<file path="config.mk">
export PLATFORM = sky130hd
export DESIGN_NAME = adder_result_stage
export DESIGN_NICKNAME = d
export VERILOG_FILES = /design/src/rtl/adder_result_stage.sv
export SDC_FILE = /design/constraint.sdc
export NUM_CORES = 1
export LEC_CHECK = 0
export CAP_MARGIN = 30
export CORE_ASPECT_RATIO = 2
export CORE_UTILIZATION = 47
export DETAILED_ROUTE_END_ITERATION = 10
export GPL_TIMING_DRIVEN = 0
export PLACE_DENSITY_LB_ADDON = 0.25
export SETUP_SLACK_MARGIN = 0.02
export SLEW_MARGIN = 5
export SYNTH_ARGS = -nofsm -noshare
export SYNTH_HDL_FRONTEND = slang
export SYNTH_SLANG_ARGS = --single-unit
</file>
<file path="constraint.sdc">
create_clock -name clk -period 2.5 [get_ports clk]
set_input_delay 0.375 -clock clk [delete_from_list [all_inputs] [get_ports clk]]
set_output_delay 0.375 -clock clk [all_outputs]
set_load 0.03 [all_outputs]
</file>
<file path="src/rtl/adder_result_stage.sv">
// -----------------------------------------------------------------------------
// adder_result_stage
//   Registered output stage behind the N-bit ripple adder. It captures the
//   operands and the adder's sum, then derives the carry, overflow, zero and
//   negative flags for that beat. Results are presented on a valid/ready
//   interface through a 2-entry skid buffer.
//
//   Optional feature macro: OVF_SATURATE_EN
//     When it is defined, a signed overflow clamps out_sum to the most positive
//     or most negative value.
//     When it is not defined, out_sum wraps around. In that build no clamping
//     logic exists.
// -----------------------------------------------------------------------------
module adder_result_stage #(
    parameter int unsigned N = 16
) (
    input  logic         clk,
    input  logic         rst_n,
    input  logic         in_valid,
    output logic         in_ready,
    input  logic [N-1:0] in_a,
    input  logic [N-1:0] in_b,
    input  logic [N-1:0] in_sum,
    output logic         out_valid,
    input  logic         out_ready,
    output logic [N-1:0] out_sum,
    output logic         out_carry,
    output logic         out_overflow,
    output logic         out_zero,
    output logic         out_negative
);

    // Occupancy states
    localparam logic [1:0] ST_EMPTY = 2'd0;
    localparam logic [1:0] ST_ONE   = 2'd1;
    localparam logic [1:0] ST_FULL  = 2'd2;

    logic [1:0]   state;
    logic [1:0]   state_nxt;
    logic         in_ready_nxt;
    logic         out_valid_nxt;

    logic         accept_c;
    logic         transfer_c;
    logic         load_main_in;
    logic         load_main_skid;
    logic         load_skid;

    // Beat derived from the current inputs
    logic         msb_a_c;
    logic         msb_b_c;
    logic         msb_s_c;
    logic         carry_c;
    logic         ovf_c;
    logic [N-1:0] final_sum_c;
    logic         zero_c;
    logic         neg_c;

    // Skid entry; it is only used while the main entry is stalled
    logic [N-1:0] skid_sum;
    logic         skid_carry;
    logic         skid_overflow;
    logic         skid_zero;
    logic         skid_negative;

    // Flag derivation from the raw operands and the trusted adder sum
    always_comb begin
        msb_a_c = in_a[N-1];
        msb_b_c = in_b[N-1];
        msb_s_c = in_sum[N-1];
        carry_c = (msb_a_c & msb_b_c) | ((msb_a_c ^ msb_b_c) & ~msb_s_c);
        ovf_c   = (msb_a_c == msb_b_c) & (msb_s_c != msb_a_c);
`ifdef OVF_SATURATE_EN
        if (ovf_c) begin
            final_sum_c = msb_a_c ? {1'b1, {(N-1){1'b0}}} : {1'b0, {(N-1){1'b1}}};
        end else begin
            final_sum_c = in_sum;
        end
`else
        final_sum_c = in_sum;
`endif
        zero_c = (final_sum_c == '0);
        neg_c  = final_sum_c[N-1];
    end

    // Occupancy state and registered handshake outputs
    always_ff @(posedge clk or negedge rst_n) begin
        if (!rst_n) begin
            state     <= ST_EMPTY;
            in_ready  <= 1'b1;
            out_valid <= 1'b0;
        end else begin
            state     <= state_nxt;
            in_ready  <= in_ready_nxt;
            out_valid <= out_valid_nxt;
        end
    end

    // Next occupancy and the data-steering controls
    always_comb begin
        state_nxt      = state;
        load_main_in   = 1'b0;
        load_main_skid = 1'b0;
        load_skid      = 1'b0;
        accept_c       = in_valid & in_ready;
        transfer_c     = out_valid & out_ready;

        case (state)
            ST_EMPTY: begin
                if (accept_c) begin
                    load_main_in = 1'b1;
                    state_nxt    = ST_ONE;
                end
            end
            ST_ONE: begin
                if (accept_c && transfer_c) begin
                    load_main_in = 1'b1;
                end else if (accept_c) begin
                    load_skid = 1'b1;
                    state_nxt = ST_FULL;
                end else if (transfer_c) begin
                    state_nxt = ST_EMPTY;
                end
            end
            ST_FULL: begin
                if (transfer_c) begin
                    load_main_skid = 1'b1;
                    state_nxt      = ST_ONE;
                end
            end
            default: begin
                state_nxt = ST_EMPTY;
            end
        endcase

        // Handshake outputs are registered, so they follow the next state
        in_ready_nxt  = (state_nxt != ST_FULL);
        out_valid_nxt = (state_nxt != ST_EMPTY);
    end

    // Main entry, which drives out_* directly
    always_ff @(posedge clk or negedge rst_n) begin
        if (!rst_n) begin
            out_sum      <= '0;
            out_carry    <= 1'b0;
            out_overflow <= 1'b0;
            out_zero     <= 1'b0;
            out_negative <= 1'b0;
        end else if (load_main_in) begin
            out_sum      <= final_sum_c;
            out_carry    <= carry_c;
            out_overflow <= ovf_c;
            out_zero     <= zero_c;
            out_negative <= neg_c;
        end else if (load_main_skid) begin
            out_sum      <= skid_sum;
            out_carry    <= skid_carry;
            out_overflow <= skid_overflow;
            out_zero     <= skid_zero;
            out_negative <= skid_negative;
        end
    end

    // Skid entry that catches a beat accepted while the output is stalled
    always_ff @(posedge clk or negedge rst_n) begin
        if (!rst_n) begin
            skid_sum      <= '0;
            skid_carry    <= 1'b0;
            skid_overflow <= 1'b0;
            skid_zero     <= 1'b0;
            skid_negative <= 1'b0;
        end else if (load_skid) begin
            skid_sum      <= final_sum_c;
            skid_carry    <= carry_c;
            skid_overflow <= ovf_c;
            skid_zero     <= zero_c;
            skid_negative <= neg_c;
        end
    end

endmodule

</file>
== Word level (Yosys, flattened, before mapping) ==
Cells that the tools add are included.

* Register bits: 44
* Input bits: 52

* Reductions and logical operators: 5
* Equal/unequal tests: 5
* Mux-type cells: 23
* Bitwise gates (word level): 8

{| class="wikitable"
|+ Operators by type and width
! kind !! number
|-
| 16-bit two-way mux || 2
|-
| 16-bit logical NOT || 1
|-
| 1-bit two-way mux || 14
|-
| 2-bit two-way mux || 5
|-
| 2-bit case mux with 3 select lines || 1
|-
| 1-bit bitwise AND || 5
|-
| 2-bit nonzero test || 2
|-
| 2-bit by 1-bit == test with 1-bit output (second input constant) || 1
|-
| 2-bit == test (second input constant) || 1
|-
| 2-bit logical NOT || 1
|-
| 2-bit != test (second input constant) || 1
|-
| 1-bit case mux with 2 select lines || 1
|-
| 1-bit == test || 1
|-
| 1-bit logical AND || 1
|-
| 1-bit != test || 1
|-
| 1-bit inverter || 1
|-
| 1-bit OR || 1
|-
| 1-bit XOR || 1
|}

== Logic depth before layout (Yosys ltp) ==
Gate-level depths: netlist (run 1).

* Depth after elaboration: 6
* Mapped depth: 5
* Depth with buffers taken out: 3

== Worst setup path before layout (run 1) ==
Ideal clock, no wire load.

* Path kind: register to register
* Start: reg in_ready
* End: reg skid_sum[10]
* Data arrival time: 1.461 ns
* Stages on the path, launching flop included: 6
* Slack: 0.914 ns
* Path through: dfstp_2 > and3b_1 > buf_6 > nand2_2 > buf_6 > mux2_4

* Longest elaborated chain between the ends: 4
* Elaborated cells on any way between the ends: 5

{| class="wikitable"
|+ Ends and longest elaborated chain
! item !! line !! RTL
|-
| start: declaration || 20 || <nowiki>output logic in_ready,</nowiki>
|-
| start signal: assignment || 94 || <nowiki>in_ready <= in_ready_nxt;</nowiki>
|-
| 1-bit bitwise AND (*) || 105 || <nowiki>accept_c = in_valid & in_ready;</nowiki>
|-
| 1-bit two-way mux / 1-bit logical AND (equally long branches) || 118, 116 ||
|-
| 1-bit two-way mux (*) || 116 || <nowiki>if (accept_c && transfer_c) begin</nowiki>
|-
| 1-bit two-way mux (*) || 108 || <nowiki>case (state)</nowiki>
|-
| end signal: assignment || 173 || <nowiki>skid_sum <= final_sum_c;</nowiki>
|-
| end: declaration || 60 || <nowiki>logic [N-1:0] skid_sum;</nowiki>
|}

Mark *: on every way between the ends. The rest lies on a longest branch, timed or not.
A chain may end at the register's enable or synchronous reset.

== Worst setup path in the final report (run 1) ==
* Start: reg in_ready
* End: out in_ready

No word-level cell between the ends.

==> metrics.yaml, run 1 <==
run_status:
  outcome: "finished clean"
timing:
  fin_setup_tns_ns: 0
  setup_viol: 0
  fmax_mhz: 532
  fin_crit_sh_pct: 75.2
  whs_ns: 0.400
  post-route-min-period_ns: 1.88
  finClkSkew_ns: 0.00717
  rsz0062_at_grt: "no"
  drv_slew: 0
  worstMarginPinSlew_ns: 0.535
  max_slew_margin_pct: 64.0
  hold_viol: 0
detailed_routing:
  vias: 1379
  dr.pass1.iters: 4
  post_drt_via_cell_ratio: 5.70
  drc: 0
  ant_nets: 0
  wire_per_inst_um: 18.1
  dr.first_iter.drc_count: 18
  drt-total-wl_um: 4390
setup_path:
  arrival_ns: 1.50
  cpLargestDelayFamily: "buffers and inverters"
  startpoint: "in_ready"
  critical_path_class: "reg -> out"
  cp_num_buf_inv: 1
  crit_path_end_kind: "primary output"
  reg2reg_from: "in_ready"
  critPathRequiredTime_ns: 2.12
  ff2ff_setup_slack_ns: 0.94
  start_kind: "flip-flop"
  rr_worst_depth: 5
  crit_path_cell_trace: "clkdlybuf4s50_1"
  crit_slowest_cell: "clkdlybuf4s50_1"
  cp_max_fo: 3
  r2r-end: "skid_sum[10]"
  cp_num_cells: 1
  max_stage_delay_ns: 0.66
  endpoint: "in_ready"
global_routing:
  grt_pass1_wl_um: 7020
  track_usage_pct: 22.9
  grt_max_degree: 43
  grt_overflow: 0
  first_global_vias: 1536
  grt_antenna_before_repair: 0
power_and_ir_drop:
  ir_worst_vdd_v: 0.000801
  p_clk_share_pct: 15.3
  power_density_nw_per_um2: 1330
  switching_share_pct: 35.7
  p_int_w: 0.00219
  p_comb_share_pct: 49.2
  total_leakage_power_nw: 1.21
  p_sw_w: 0.00122
  seqPwrFrac_pct: 35.5
logic_synthesis:
  yosysUniqueCellTypes: 32
  synth.area.top_cells: "dfrtp_1, mux2_4, a221o_1, buf_6, and3_1"
  synth_area_per_cell_sq_um: 14.1
  yosys.area.top_type: "dfrtp_1"
  synthesis.area_sq_um: 1950
  synth_top_cell_area_share_pct: 52.7
  seq_area_frac_synth_pct: 54.0
  synth_nets: 191
  yosysWarnings: 0
  synth-edff-count: 0
  synth_ff_type: "dfrtp_1"
  synth-seq-cells: 42
  syn_inst: 138
  synth-async-reset-ratio_pct: 100
cts:
  clk_pin_slew_ns: 0.08
  numCtsBuffers: 5
  cts_buffer_depth: 2
  cts.htree.levels: 2
  clk_latency_ns: 0.30
  cts_tree: "yes"
  post_cts_resized: 0
  clock_sink_count: 42
  cts-root-buf: "clkbuf_8"
placement:
  numPortBuffers: 43
  place.gp.congestion: 0.789
  placed_area_sq_um: 2440
  place_hpwl_um: 3230
floorplan:
  ios: 74
  rows: 32
  initial_core_util_pct: 49.6
  die_h_um: 93.1
  core_area_sq_um: 3920
  dieWidth_um: 47.5
  dieArea_sq_um: 4420
hold_path:
  hp-class: "in -> async"
layout:
  fin_nets: 243
  n_antenna_cell: 0
  fin_area_sq_um: 2570
  fill_cells: 323
  syn2layout_area_growth_pct: 32.1
  layout-drive-gt1-share_pct: 26.2
flow_run:
  maxCapViolations: 0
[synthesized netlist by cell type, types with 2 or more instances]
master / count
and2_0: 2
nand2_1: 4
inv_1: 2
mux2_2: 2
dfrtp_1: 41
nor4_1: 4
nor2_1: 2
mux2i_1: 3
buf_6: 7
and3_2: 7
and3_1: 9
buf_4: 2
a221o_1: 18
mux2_4: 17
[registers in the layout, indices dropped and copies added, names as in the netlist]
name           cells
state              2
in_ready           1
out_carry          1
out_valid          1
skid_carry         1
out_sum           16
skid_overflow      1
skid_sum          16
skid_zero          1
out_zero           1
out_overflow       1
[cells by family (layout without fill, tap and decap cells)]
group                      after synthesis  count (layout)  share of synthesized area (%)
DFF                                     42              42                           54.0
xor gates and xnor gates                 1               1                          0.450
and+or+nand+nor                         36              36                           11.7
adders and majority gates                1               1                          0.642
buffers and inverters                   12              65                           5.46
AOI/OAI and AO/OA                       24              24                           11.9
muxes                                   22              22                           15.8
[through the flow]
| stage | setup slack, ns | util [%] | total power, W | cells |
|---|---|---|---|---|
| finish | 0.621 | 65.6 | 0.00341 | 242 |
| global route | 0.588 | 65.6 | 0.00358 | 242 |
| CTS | 0.603 | 64.8 | 0.00343 | 240 |
| detailed placement | 0.525 | 62.1 | 0.00290 | 232 |
| global placement | 0.142 | 62.2 | 0.00283 | 232 |
| floorplan | 0.914 | - | 0.00232 | 138 |
[power by group through the flow]
stage	Sequential (W)	Combinational [W]	Clock [W]
after global placement	0.00119	0.00164	0
final	0.00121	0.00168	0.000522
after global routing	0.00124	0.00178	0.000555
after floorplan	0.00147	0.000846	0
after CTS	0.00121	0.00169	0.000535
after detailed placement	0.00122	0.00168	0
[worst min path at each step]
stage	start	endpoint	slack (ns)	depth (start not counted)
3_3_place_gp	skid_carry	skid_carry	0.49	1
2_1_floorplan	rst_n	out_carry	0.08	0
4_1_cts	rst_n	out_sum[11]	0.24	1
3_5_place_dp	skid_carry	skid_carry	0.50	1
6_report	rst_n	out_sum[9]	0.40	2
5_1_grt	rst_n	out_sum[9]	0.42	2
[layout make-up]
type / instances / area [sq um] / share of cell area, %
flip-flops and latches: 42 / 1050 / 40.9
multi-input cells: 84 / 790 / 30.7
repair buffers: 45 / 455 / 17.7
plain buffers: 10 / 98.8 / 3.84
clock buffers: 7 / 76.3 / 2.97
well taps: 51 / 63.8 / 2.48
clock inverters: 1 / 30.0 / 1.17
inverters: 2 / 7.51 / 0.292
[metal layers]
metal / track usage [%] / vias to the layer above / routed length [um]
li1: - / 623 / -
met1: 23.9 / 707 / 1630
met2: 38.4 / 41 / 2500
met3: 6.95 / 8 / 188
met4: 12.4 / 0 / 74
met5: 0 / - / 0
[timing repair]
action,4_1_cts,5_1_grt
hold buffers,0,1
setup buffers,0,0
hold endpoints to repair,0,2
[placed cells by master, fill, tap and decap left out, drive strengths merged, types with 2 or more instances in the layout]
| master | n |
|---|---|
| mux2i | 3 |
| and3 | 16 |
| a21oi | 2 |
| and2 | 3 |
| buf | 11 |
| mux2 | 19 |
| dfrtp | 41 |
| clkbuf | 8 |
| inv | 2 |
| nor4 | 4 |
| clkdlybuf4s50 | 42 |
| nor2 | 2 |
| a221o | 18 |
| nand2 | 5 |
Note: power is estimated with default switching activity, not from simulation.
==> inputs of run 2 (changes only) <==
CORE_UTILIZATION = 39   (was 47)
clock period = 1.57 ns   (was 2.5 ns; I/O delays follow)
==> run 2 against run 1 <==
Compared with the run above: largest cell class unchanged; combinational power increased by 58%; register-to-register slack got worse by 0.88 ns; first-iteration DRC count increased by 140%; clock-buffer cell count decreased by 2; clock skew increased by 0.0013 ns; total power increased by 54%; sequential share of layout area decreased by 0.29 points; critical path depth increased by 4; hold slack got worse by 0.070 ns; die area increased by 20%.
==> metrics.yaml, run 2 (synthesis gave the netlist of run 1 again) <==
layout:
  largest_registers: "out_sum x16, skid_sum x16, state x2"  # unchanged
  syn2layout_area_growth_pct: 33.2  # was 32.1%
  final_util_pct: 53.8  # was 65.6%
  final_common_cell: "dfrtp_1"  # was clkdlybuf4s50_1
  n_antenna_cell: 0  # unchanged
  fin_nets: 248  # was 243
  fill_cells: 438  # was 323
  layout-drive-gt1-share_pct: 29.2  # was 26.2%
  most-common-layout-cells: "dfrtp_1, dlygate4sd2_1, clkdlybuf4s50_1"  # was clkdlybuf4s50_1, dfrtp_1, a221o_1
  fin_area_sq_um: 2590  # was 2570 sq um
setup_path:
  cp_max_fo: 8  # was 3
  cp_num_buf_inv: 2  # was 1
  crit_path_end_kind: "flip-flop"  # was primary output
  crit_path_cell_trace: "and3b_1 -> buf_6 -> a21oi_4 -> buf_4 -> a221o_1"  # was clkdlybuf4s50_1
  cpLargestDelayFamily: "flip-flops"  # was buffers and inverters
  start_kind: "flip-flop"  # unchanged
  critical_path_class: "reg -> reg"  # was reg -> out
  critPathRequiredTime_ns: 1.74  # was 2.12 ns
  arrival_ns: 1.68  # was 1.50 ns
  rr_worst_depth: 5  # unchanged
  crit_slowest_cell: "dfstp_2"  # was clkdlybuf4s50_1
  max_stage_delay_ns: 0.54  # was 0.66 ns
  cp_num_cells: 5  # was 1
detailed_routing:
  drt-total-wl_um: 4700  # was 4390 um
  ant_nets: 0  # unchanged
  drc: 0  # unchanged
  post_drt_via_cell_ratio: 5.43  # was 5.70
  wire_per_inst_um: 18.7  # was 18.1 um
  dr.first_iter.drc_count: 43  # was 18
  dr.pass1.iters: 4  # unchanged
  vias: 1369  # was 1379
placement:
  placed_area_sq_um: 2470  # was 2440 sq um
  preCtsSetupSlack_ns: -0.308  # was 0.525 ns
  numPortBuffers: 43  # unchanged
  place_hpwl_um: 3350  # was 3230 um
  place.gp.congestion: 0.735  # was 0.789
floorplan:
  initial_core_util_pct: 40.4  # was 49.6%
  dieWidth_um: 52.0  # was 47.5 um
  core_area_sq_um: 4820  # was 3920 sq um
  rows: 36  # was 32
  ios: 74  # unchanged
  dieArea_sq_um: 5300  # was 4420 sq um
  die_h_um: 102  # was 93.1 um
power_and_ir_drop:
  seqPwrFrac_pct: 37.0  # was 35.5%
  total_leakage_power_nw: 1.30  # was 1.21 nW
  p_sw_w: 0.00199  # was 0.00122 W
  p_comb_share_pct: 50.6  # was 49.2%
  ir_worst_vdd_v: 0.00125  # was 0.000801 V
  p_clk_share_pct: 12.5  # was 15.3%
  p_int_w: 0.00325  # was 0.00219 W
  power_density_nw_per_um2: 2020  # was 1330 nW/um^2
  switching_share_pct: 38.0  # was 35.7%
timing:
  rsz0062_at_grt: "yes"  # was no
  fin_crit_sh_pct: 96.4
  finClkSkew_ns: 0.00849  # was 0.00717 ns
  layout_setup_ws_ns: 0.0566  # was 0.621 ns
  fmax_mhz: 661
  hold_viol: 0  # unchanged
  max_slew_margin_pct: 66.6  # was 64.0%
  worstMarginPinSlew_ns: 0.497  # was 0.535 ns
  setup_viol: 0  # unchanged
  drv_slew: 0  # unchanged
  post-route-min-period_ns: 1.51
flow_run:
  maxCapViolations: 0  # unchanged
cts:
  numCtsBuffers: 5  # unchanged
  clk_pin_slew_ns: 0.08  # about the same
  cts-root-buf: "clkbuf_8"  # unchanged
  clock_sink_count: 42  # unchanged
  clk_latency_ns: 0.29  # was 0.30 ns
  cts_tree: "yes"  # unchanged
  cts.htree.levels: 2  # unchanged
  cts_buffer_depth: 2  # unchanged
hold_path:
  hp-class: "in -> async"  # unchanged
run_status:
  outcome: "finished clean"  # unchanged
global_routing:
  track_usage_pct: 19.3  # was 22.9%
  first_global_vias: 1464  # was 1536
  grt_antenna_before_repair: 0  # unchanged
  grt_pass1_wl_um: 7480  # was 7020 um
  grt_max_degree: 35  # was 43
  grt_overflow: 0  # unchanged
[run 2: per-stage QoR]
step	std cells	setup TNS, ns	hold WS (ns)	total power [W]
after floorplan	138	-0.0853	-0.0601	0.00371
after global routing	252	0	0.360	0.00553
after global placement	238	-37.66	0.486	0.00455
after CTS	248	0	0.325	0.00517
after detailed placement	239	-9.25	0.106	0.00466
final	252	0	0.329	0.00524
[run 2: layout make-up]
cell class | instances | area (sq um) | share of cell area, %
tap | 57 | 71.3 | 2.75
clock inverter | 2 | 10.0 | 0.386
multi-input combinational | 84 | 795 | 30.6
buffer | 10 | 120 | 4.63
clock buffer | 5 | 68.8 | 2.65
sequential | 42 | 1050 | 40.6
inverter | 2 | 7.51 | 0.289
timing repair buffer | 50 | 469 | 18.1
[run 2: power groups by stage]
stage	registers, W	logic [W]	clock network, W
floorplan	0.00235	0.00136	0
global route	0.00199	0.00283	0.000709
CTS	0.00193	0.00256	0.000680
detailed placement	0.00195	0.00271	0
finish	0.00194	0.00265	0.000654
global placement	0.00191	0.00264	0
[run 2: routing by layer]
layer	up-vias	global-route usage (%)	wire, um
met5	-	0	0
met4	0	6.24	70
met3	6	3.42	170
met2	35	35.3	2560
met1	692	21.6	1900
li1	636	-	-
[run 2: what timing repair did]
item / in CTS / in global routing
hold endpoints to repair: 8 / 0
setup buffers: 1 / 3
pin swaps: 0 / 1
endpoints found under the setup margin: 45 / 15
resized for setup: 23 / 10
hold buffers: 1 / 0
cloned: 0 / 1
[run 2: worst paths after layout]
| kind | start | endpoint | slack, ns |
|---|---|---|---|
| worst max-delay path | in_ready | out_sum[0] | 0.06 |
| max in group asynchronous | rst_n | in_ready | 0.72 |
| min in group clk | out_sum[14] | out_sum[14] | 0.51 |
| worst min register to register | out_sum[14] | out_sum[14] | 0.51 |
| worst max register to register | in_ready | out_sum[0] | 0.06 |
| worst min-delay path | rst_n | out_sum[11] | 0.33 |
==> inputs of run 3 (changes only) <==
PLACE_DENSITY = 0.75   (was unset)
PLACE_DENSITY_LB_ADDON = unset   (was 0.25)
==> run 3 against run 2 <==
Compared with the run above: cell area barely moved; core utilization barely moved; non-clock buffer count is 2 lower; clock power grew 0.8%; final cell count is 0.79% lower; first-iteration DRC count decreased by 65%; clock skew fell by 0.0026 ns; critical path type unchanged; largest power group unchanged; highest routed layer unchanged.
==> metrics.yaml, run 3 (synthesis gave the netlist of run 1 again) <==
run_status:
  outcome: "finished clean"  # unchanged
timing:
  setup_viol: 0  # unchanged
  post-route-min-period_ns: 1.53  # was 1.51 ns
  rsz0062_at_grt: "yes"  # unchanged
  hold_viol: 0  # unchanged
  finClkSkew_ns: 0.00593  # was 0.00849 ns
  worstMarginPinSlew_ns: 0.479  # was 0.497 ns
  whs_ns: 0.297  # was 0.329 ns
  fin_crit_sh_pct: 97.6  # was 96.4%
  layout_setup_ws_ns: 0.0384  # was 0.0566 ns
  max_slew_margin_pct: 67.9  # was 66.6%
  drv_slew: 0  # unchanged
  fmax_mhz: 653  # was 661 MHz
detailed_routing:
  vias: 1346  # was 1369
  drc: 0  # unchanged
  dr.pass1.iters: 4  # unchanged
  post_drt_via_cell_ratio: 5.38  # was 5.43
  wire_per_inst_um: 17.0  # was 18.7 um
  ant_nets: 0  # unchanged
  drt-total-wl_um: 4260  # was 4700 um
  dr.first_iter.drc_count: 15  # was 43
layout:
  layout-drive-gt1-share_pct: 28.5  # was 29.2%
  fin_nets: 246  # was 248
  multi_input_area_sq_um: 795  # unchanged
  fill_cells: 400  # was 438
  syn2layout_area_growth_pct: 33.1  # was 33.2%
  n_antenna_cell: 0  # unchanged
  seqCellArea_sq_um: 1050  # unchanged
  largest_registers: "out_sum x16, skid_sum x16, state x2"  # unchanged
  most-common-layout-cells: "dfrtp_1, dlygate4sd2_1, clkdlybuf4s50_1"  # unchanged
  final_common_cell: "dfrtp_1"  # unchanged
placement:
  numPortBuffers: 43  # unchanged
  place_hpwl_um: 3020  # was 3350 um
  preCtsSetupSlack_ns: -0.338  # was -0.308 ns
  place.gp.congestion: 0.807  # was 0.735
power_and_ir_drop:
  switching_share_pct: 37.4  # was 38.0%
  power_density_nw_per_um2: 2010  # was 2020 nW/um^2
  p_sw_w: 0.00194  # was 0.00199 W
  p_clk_share_pct: 12.7  # was 12.5%
  seqPwrFrac_pct: 37.1  # was 37.0%
  total_leakage_power_nw: 1.30  # about the same
  ir_worst_vdd_v: 0.00119  # was 0.00125 V
  p_comb_share_pct: 50.3  # was 50.6%
  p_int_w: 0.00326  # was 0.00325 W
global_routing:
  track_usage_pct: 17.7  # was 19.3%
  grt_max_degree: 38  # was 35
  grt_antenna_before_repair: 0  # unchanged
  grt_overflow: 0  # unchanged
  grt_pass1_wl_um: 6850  # was 7480 um
  first_global_vias: 1407  # was 1464
floorplan:
  initial_core_util_pct: 40.4  # unchanged
  die_h_um: 102  # unchanged
  dieArea_sq_um: 5300  # unchanged
  ios: 74  # unchanged
  rows: 36  # unchanged
  dieWidth_um: 52.0  # unchanged
  core_area_sq_um: 4820  # unchanged
setup_path:
  start_kind: "flip-flop"  # unchanged
  max_stage_delay_ns: 0.55  # was 0.54 ns
  crit_path_end_kind: "flip-flop"  # unchanged
  crit_path_cell_trace: "and3b_1 -> buf_6 -> nand2_4 -> buf_8 -> mux2_4"  # was and3b_1 -> buf_6 -> a21oi_4 -> buf_4 -> a221o_1
  cp_max_fo: 10  # was 8
  arrival_ns: 1.71  # was 1.68 ns
  critical_path_class: "reg -> reg"  # unchanged
  crit_slowest_cell: "dfstp_2"  # unchanged
  critPathRequiredTime_ns: 1.75  # was 1.74 ns
cts:
  cts-root-buf: "clkbuf_8"  # unchanged
  numCtsBuffers: 5  # unchanged
  cts.htree.levels: 2  # unchanged
  clock_sink_count: 42  # unchanged
  cts_buffer_depth: 2  # unchanged
  cts_tree: "yes"  # unchanged
  clk_pin_slew_ns: 0.08  # about the same
  clk_latency_ns: 0.29  # about the same
hold_path:
  hp-class: "in -> async"  # unchanged
flow_run:
  maxCapViolations: 0  # unchanged
-- run 3: cell count changes in the layout (fill, tap and decap cells not counted) --
cell,before,now
buf_8,4,1
buf_4,6,3
buf_6,5,7
dlygate4sd2_1,22,21
dlymetal6s2s_1,0,1
buf_12,1,3
-- run 3: final cells by class --
class                   instances  area share, %
flip-flops and latches         42           40.6
multi-input cells              84           30.6
repair buffers                 48           18.1
plain buffers                  10           4.53
well taps                      57           2.75
clock buffers                   5           2.65
clock inverters                 2          0.386
inverters                       2          0.289
-- run 3: worst max-delay path, delay by kind of cell (launching register included) --
family	cells	cell delay, ns
mux	1	0.29
buf+inv	2	0.32
simple gates	2	0.26
flops	1	0.55
-- run 3: per-layer routing --
layer  part of all wire (%)  vias to the layer above  wire (um)  global-route usage (%)
met5                      0                        -          0                       0
met4                    3.2                        0        138                    7.69
met3                    3.8                       13        163                    4.02
met2                     51                       40       2180                    29.4
met1                     42                      665       1770                    21.5
li1                       -                      628          -                       -
-- run 3: worst paths after layout --
kind                               endpoint  startpoint  cells past startpoint  slack [ns]
max in group asynchronous          in_ready       rst_n                      3        0.78
worst max-delay path            skid_sum[7]    in_ready                      5        0.04
worst max register to register  skid_sum[7]    in_ready                      5        0.04
min in group clk                 skid_carry  skid_carry                      1        0.51
worst min-delay path             out_sum[2]       rst_n                      2        0.30
worst min register to register   skid_carry  skid_carry                      1        0.51
-- run 3: power groups by stage --
stage          Combinational (W)  Clock (W)  Sequential (W)
2_1_floorplan            0.00136          0         0.00235
3_3_place_gp             0.00262          0         0.00193
3_5_place_dp             0.00267          0         0.00194
4_1_cts                  0.00253   0.000677         0.00193
5_1_grt                  0.00279   0.000713         0.00199
6_report                 0.00261   0.000659         0.00193
-- run 3: what timing repair did --
item / 4_1_cts / 5_1_grt
endpoints found under the hold margin: 5 / 0
cloned: 0 / 1
resized for setup: 23 / 8
buffers inserted: 1 / 1
pin swaps: 0 / 1
hold buffers: 1 / 0
setup endpoints to repair: 50 / 24
-- run 3: stage by stage --
stage                     cell area, sq um  TNS, ns  instances  total power [W]  util (%)
after CTS                             2550        0        248          0.00513      52.9
after detailed placement              2470    -9.78        239          0.00461      51.3
final                                 2590        0        250          0.00520      53.8
after floorplan                       1960  -0.0853        138          0.00371         -
after global routing                  2590  -0.0109        250          0.00549      53.8
after global placement                2460   -41.84        238          0.00455      51.0
